File: config.mk
export PLATFORM = sky130hd
export DESIGN_NAME = alu_muldiv_seq
export DESIGN_NICKNAME = d
export VERILOG_FILES = /design/src/rtl/alu_muldiv_seq_pkg.sv /design/src/rtl/alu_muldiv_seq.sv
export SDC_FILE = /design/constraint.sdc
export NUM_CORES = 1
export LEC_CHECK = 0
export ABC_AREA = 0
export BUFFER_PORTS_ARGS = -buffer_cell sky130_fd_sc_hd__clkbuf_2
export CAP_MARGIN = 10
export CORE_ASPECT_RATIO = 1.1
export CORE_MARGIN = 10
export CORE_UTILIZATION = 58
export DETAILED_ROUTE_END_ITERATION = 16
export GPL_ROUTABILITY_DRIVEN = 0
export PLACE_DENSITY = 0.81
export SYNTH_ARGS = -nofsm -noshare
export SYNTH_HDL_FRONTEND = slang
export SYNTH_SLANG_ARGS = --single-unit
File: constraint.sdc
create_clock -name clk -period 2.2 [get_ports clk]
set_input_delay 0.22 -clock clk [delete_from_list [all_inputs] [get_ports clk]]
set_output_delay 0.22 -clock clk [all_outputs]
set_load 0.03 [all_outputs]
File: src/rtl/alu_muldiv_seq_pkg.sv
// Shared definitions for the multi-cycle MUL/DIVU/REMU sequencer:
// ALU opcodes it drives, request op encodings and the FSM state type.
package alu_muldiv_seq_pkg;

    localparam logic [3:0] ALU_NOP = 4'b0000;
    localparam logic [3:0] ALU_ADD = 4'b0010;
    localparam logic [3:0] ALU_SUB = 4'b0110;
    localparam logic [3:0] ALU_SLT = 4'b0111;

    localparam logic [1:0] OP_MUL  = 2'b00;
    localparam logic [1:0] OP_DIVU = 2'b01;
    localparam logic [1:0] OP_REMU = 2'b10;
    localparam logic [1:0] OP_RSVD = 2'b11;

    typedef enum logic [2:0] {
        IDLE,
        MUL_STEP,
        DIV_CMP,
        DIV_SUB,
        DONE
    } state_t;

endpackage

File: src/rtl/alu_muldiv_seq.sv
// Multi-cycle MUL (low word), DIVU and REMU built on a borrowed, externally
// arbitrated ALU: shift-add multiply and restoring division, one ALU op per grant.
module alu_muldiv_seq
    import alu_muldiv_seq_pkg::*;
#(
    parameter int size = 32
) (
    input  logic            clk,
    input  logic            rst,
    input  logic            req_valid,
    output logic            req_ready,
    input  logic [1:0]      req_op,
    input  logic [size-1:0] req_a,
    input  logic [size-1:0] req_b,
    output logic            resp_valid,
    input  logic            resp_ready,
    output logic [size-1:0] resp_result,
    output logic            busy,
    output logic            alu_req,
    input  logic            alu_gnt,
    output logic [size-1:0] alu_a,
    output logic [size-1:0] alu_b,
    output logic [3:0]      alu_ctrl,
    input  logic [size-1:0] alu_result
);

    localparam int cw = $clog2(size);
    localparam logic [cw-1:0] last_step = cw'(size - 1);

    state_t          state;
    logic [1:0]      op;
    logic [size-1:0] divisor;
    logic [size-1:0] acc, mcand, mplier;
    logic [size-1:0] rem, quo, dvd;
    logic            lt;
    logic [cw-1:0]   cnt;

    logic [size-1:0] sh, rem_next, quo_next, acc_next;

    assign sh       = {rem[size-2:0], dvd[size-1]};
    assign rem_next = lt ? rem : alu_result;
    assign quo_next = {quo[size-2:0], ~lt};
    assign acc_next = mplier[0] ? alu_result : acc;

    assign req_ready  = (state == IDLE);
    assign busy       = (state != IDLE);
    assign resp_valid = (state == DONE);
    assign alu_req    = (state == MUL_STEP) || (state == DIV_CMP) || (state == DIV_SUB);

    // Operands are a pure function of the state registers, so they hold
    // still through any number of ungranted cycles.
    always_comb begin
        alu_a    = '0;
        alu_b    = '0;
        alu_ctrl = ALU_NOP;
        case (state)
            MUL_STEP: begin
                alu_a    = acc;
                alu_b    = mcand;
                alu_ctrl = ALU_ADD;
            end
            DIV_CMP: begin
                alu_a    = sh;
                alu_b    = divisor;
                alu_ctrl = ALU_SLT;
            end
            DIV_SUB: begin
                alu_a    = rem;
                alu_b    = divisor;
                alu_ctrl = ALU_SUB;
            end
            default: ;
        endcase
    end

    always_ff @(posedge clk) begin
        if (rst) begin
            state       <= IDLE;
            op          <= OP_MUL;
            divisor     <= '0;
            acc         <= '0;
            mcand       <= '0;
            mplier      <= '0;
            rem         <= '0;
            quo         <= '0;
            dvd         <= '0;
            lt          <= 1'b0;
            cnt         <= '0;
            resp_result <= '0;
        end else begin
            case (state)
                IDLE: begin
                    if (req_valid) begin
                        op      <= req_op;
                        divisor <= req_b;
                        cnt     <= '0;
                        case (req_op)
                            OP_MUL: begin
                                acc    <= '0;
                                mcand  <= req_a;
                                mplier <= req_b;
                                state  <= MUL_STEP;
                            end
                            OP_DIVU, OP_REMU: begin
                                if (req_b == '0) begin
                                    resp_result <= (req_op == OP_DIVU) ? '1 : req_a;
                                    state       <= DONE;
                                end else begin
                                    rem   <= '0;
                                    quo   <= '0;
                                    dvd   <= req_a;
                                    state <= DIV_CMP;
                                end
                            end
                            OP_RSVD: begin
                                resp_result <= '0;
                                state       <= DONE;
                            end
                            default: ;
                        endcase
                    end
                end
                MUL_STEP: begin
                    if (alu_gnt) begin
                        acc    <= acc_next;
                        mcand  <= mcand << 1;
                        mplier <= mplier >> 1;
                        cnt    <= cnt + cw'(1);
                        if (cnt == last_step) begin
                            resp_result <= acc_next;
                            state       <= DONE;
                        end
                    end
                end
                // A set rem MSB means the shifted value has 33 bits and cannot be below the divisor.
                DIV_CMP: begin
                    if (alu_gnt) begin
                        rem   <= sh;
                        dvd   <= dvd << 1;
                        lt    <= ~rem[size-1] & alu_result[0];
                        state <= DIV_SUB;
                    end
                end
                DIV_SUB: begin
                    if (alu_gnt) begin
                        rem <= rem_next;
                        quo <= quo_next;
                        cnt <= cnt + cw'(1);
                        if (cnt == last_step) begin
                            resp_result <= (op == OP_DIVU) ? quo_next : rem_next;
                            state       <= DONE;
                        end else begin
                            state <= DIV_CMP;
                        end
                    end
                end
                DONE: begin
                    if (resp_ready) state <= IDLE;
                end
                default: state <= IDLE;
            endcase
        end
    end

endmodule

==> key figures <==
STA
  – Fin. Hold Viols: 0
  – Slew margin rel.: 62.8%
  – Clk_skew: 0.00627 ns
  – Setup Viol. Count Final: 3
  – Final worst slack: -0.0247 ns
  – RSZ-0062 raised after global routing: true
  – Fin. max-slew vios: 0
  – Achievable Freq: 450 MHz
  – Worst slew pin tran: 0.559 ns
  – Min Tclk post-route: 2.22 ns
  – Final worst path period share: 101%

Yosys
  – Total number of yosys warnings: 0
  – Primary FF master, synth: dfxtp_1
  – Syn_area_per_cell: 8.51 um^2
  – Cell variety after synth: 52
  – Mapped Area: 0.0141 mm^2
  – Seq/Total Area, Yosys: 37.9%
  – Register bit total from synthesis: 266
  – Post-synthesis cell count: 1651
  – Async SR Flop Fraction: 0%
  – Net Count, Synth: 1758
  – EDFF count, synth: 0

Floorplan
  – DIE WIDTH: 168 um
  – Count of boundary I/O pins: 207
  – # rows: 59
  – Initial Utilization: 59.1%
  – Core Area: 0.0238 mm^2
  – DIE AREA: 0.0309 mm^2
  – Die height: 183 um

Power
  – Combinational power share: 48.3%
  – Static leakage: 0.00651 uW
  – Sw Pwr: 9880 uW
  – Tot Pwr: 22900 uW
  – Switch share: 43.1%
  – Internal power: 13100 uW
  – Maximum vdd ir drop: 896 uV
  – Clk pwr share: 21.7%
  – Power Density: 1320 mW/mm^2
  – Flop pwr share: 30.0%

Cells and area
  – Antenna fix cells: 0
  – Share of cells above drive strength 1: 28.4%
  – Commonest non-fill, non-tap cell in the layout: nand2_1
  – Area grow syn2layout: 24.1%
  – Nets@finish: 1943
  – Commonest cells after routing, fill and taps aside: nand2_1, dfxtp_1, clkbuf_2

Critical path
  – RR Startpoint: state[1]
  – Crit. End Element: output port
  – Worst setup SP type: flop
  – Data required, critical path: 1.98 ns
  – Worst-path cell chain: inv_2, nand2_1, a311oi_2, clkbuf_2
  – WS Path Type: reg -> out
  – Reg-to-reg setup timing slack: 0.05 ns
  – Critical Path AT: 2.00 ns
  – Delay-heaviest family, CP: buffers and inverters
  – Setup crit start: state[1]
  – WP buf/inv: 2
  – Stages on the worst setup path: 4
  – Reg2reg end: quo[16]
  – Crit path max fanout: 10
  – CP max-delay cell: dfxtp_4
  – Critical Path Max Stage Delay: 0.38 ns
  – CP endpoint: alu_a[29]
  – FF-to-FF path depth: 9

CTS
  – Clock Sinks: 266
  – TritonCTS clock tree: done
  – Max H-tree Level: 1
  – CTS buffer count: 27
  – Clock tree buffer depth: 3
  – Register clock-pin slew on the reported worst setup and hold paths: 0.07 ns
  – Root Buffer: clkbuf_16
  – Clk Latency, worst-skew pair: 0.54 ns

Outcome
  – Status: finished, violations left
  – Violated checks: negative setup slack

GRT
  – Vias in the first global route: 13880
  – Gr usage total: 28.7%
  – Antenna violations before repair: 0
  – First-pass GRT wire length: 74.5 mm
  – Global route overflow: 0
  – Largest net degree at the start of global routing: 63

Routing
  – Routed via count: 14249
  – Routed wire length: 48.2 mm
  – DRC viols: 0
  – Antenna Nets Post-Route: 0
  – Drt wl/cell: 22.3 um
  – Pre-Repair DR Iteration Count: 6
  – Via-to-Cell Ratio: 6.59
  – DR iter-0 viols: 1520

Job
  – Max-Cap Viols: 0

Worst hold path
  – Hold Path Class: in -> reg

Placed design
  – PortBufs: 205
  – Place WS: 0.157 ns
  – Final HPWL DP: 30.1 mm
[timing repair]
action                                  4_1_cts  5_1_grt
pin swaps                                     2        5
hold buffers                                 49        0
resized for setup                            27       56
endpoints found under the setup margin       65      146
gates cloned                                  4        2
endpoints found under the hold margin        55        0
setup buffers                                 5        6
[worst reg2reg max path, stage by stage, from the launching register on]
cell	delay, ns
dfxtp_4	0.38
buf_6	0.16
buf_4	0.15
nor3_4	0.19
nand2_1	0.19
a211oi_4	0.25
buf_4	0.20
nor3_2	0.07
buf_12	0.19
a22o_1	0.25
[synthesized netlist by cell type (all sizes together) (2+ instances only)]
cell type	instances	share of area (%)
a21oi	176	6.3
a22o	32	2.0
and2	31	1.4
nand2b	4	0.18
dfxtp	266	38
or3b	2	0.12
mux2	65	5.2
a211oi	94	5.2
a22oi	33	1.8
o21ba	29	2.1
a2bb2oi	2	0.12
nand2	272	7.3
clkbuf	99	2.6
nor3	105	3.9
nand3	8	0.28
nor4	9	0.40
nor2b	3	0.13
ha	4	0.36
o221ai	2	0.12
nor2	85	2.3
o21ai	9	0.32
mux2i	92	6.6
buf	76	3.1
inv	9	0.24
a21o	3	0.16
and4	2	0.14
a311oi	93	7.6
nand3b	3	0.16
o22ai	31	1.4
o21a	2	0.11
[sequential cells by signal (all words and copies together) (netlist names), 2 cells and up]
name	count
acc	32
divisor	32
dvd	32
mcand	32
mplier	32
rem	32
resp_result	32
quo	31
cnt	5
state	3
op	2
[cell type report]
class / instances / area, um^2
clock buffers: 29 / 703
clock inverters: 20 / 240
fillers: 1694 / 6330
inverters: 9 / 33.8
multi-input cells: 1202 / 8150
flip-flops and latches: 266 / 5340
well taps: 305 / 382
repair buffers: 330 / 2590
[worst min path at each step]
stage,from,to,slack [ns],depth (start not counted)
after detailed placement,divisor[3],divisor[3],0.45,2
final,req_b[31],mplier[31],0.0007,3
after CTS,req_a[30],mcand[30],0.0002,3
after floorplan,resp_ready,state[2],0.32,1
after global routing,req_a[4],mcand[4],0.001,3
after global placement,mcand[0],mcand[0],0.44,2
[per-layer routing]
layer / share of wire [%] / vias to the layer above / GRT usage, %
met5: 0 / - / 0
met4: 4.2 / 0 / 12.3
met3: 9.9 / 162 / 5.54
met2: 47 / 872 / 47.0
met1: 39 / 6793 / 36.0
li1: - / 6422 / -
[kinds of logic (layout without fill, tap and decap cells)]
| logic type | after synthesis | after routing | share of synthesized area (%) |
|---|---|---|---|
| other | 1 | 1 | 0.0267 |
| adders and majority gates | 4 | 4 | 0.356 |
| muxes | 157 | 157 | 11.8 |
| buffers and inverters | 184 | 388 | 5.95 |
| and+or+nand+nor | 530 | 530 | 16.6 |
| AOI/OAI and AO/OA | 509 | 510 | 27.4 |
| DFF | 266 | 266 | 37.9 |
[metrics by stage]
step           area, um^2  instances  util [%]  hold WS, ns  TNS [ns]
2_1_floorplan       14200       1651         -        0.322         0
3_5_place_dp        15500       2046      65.3        0.447         0
5_1_grt             17400       2161      73.3      0.00113     -1.01
3_3_place_gp        15500       2046      65.3        0.441         0
6_report            17400       2161      73.3     0.000678   -0.0557
4_1_cts             17200       2153      72.5     0.000192   -0.0105
[power groups by stage]
stage | clock network (uW) | logic (uW) | registers [uW]
2_1_floorplan | 0 | 7090 | 6940
3_3_place_gp | 0 | 9720 | 6890
3_5_place_dp | 0 | 9940 | 6940
4_1_cts | 4960 | 10600 | 6850
5_1_grt | 5150 | 11800 | 7010
6_report | 4970 | 11100 | 6890
Note: power is estimated with default switching activity, not from simulation.
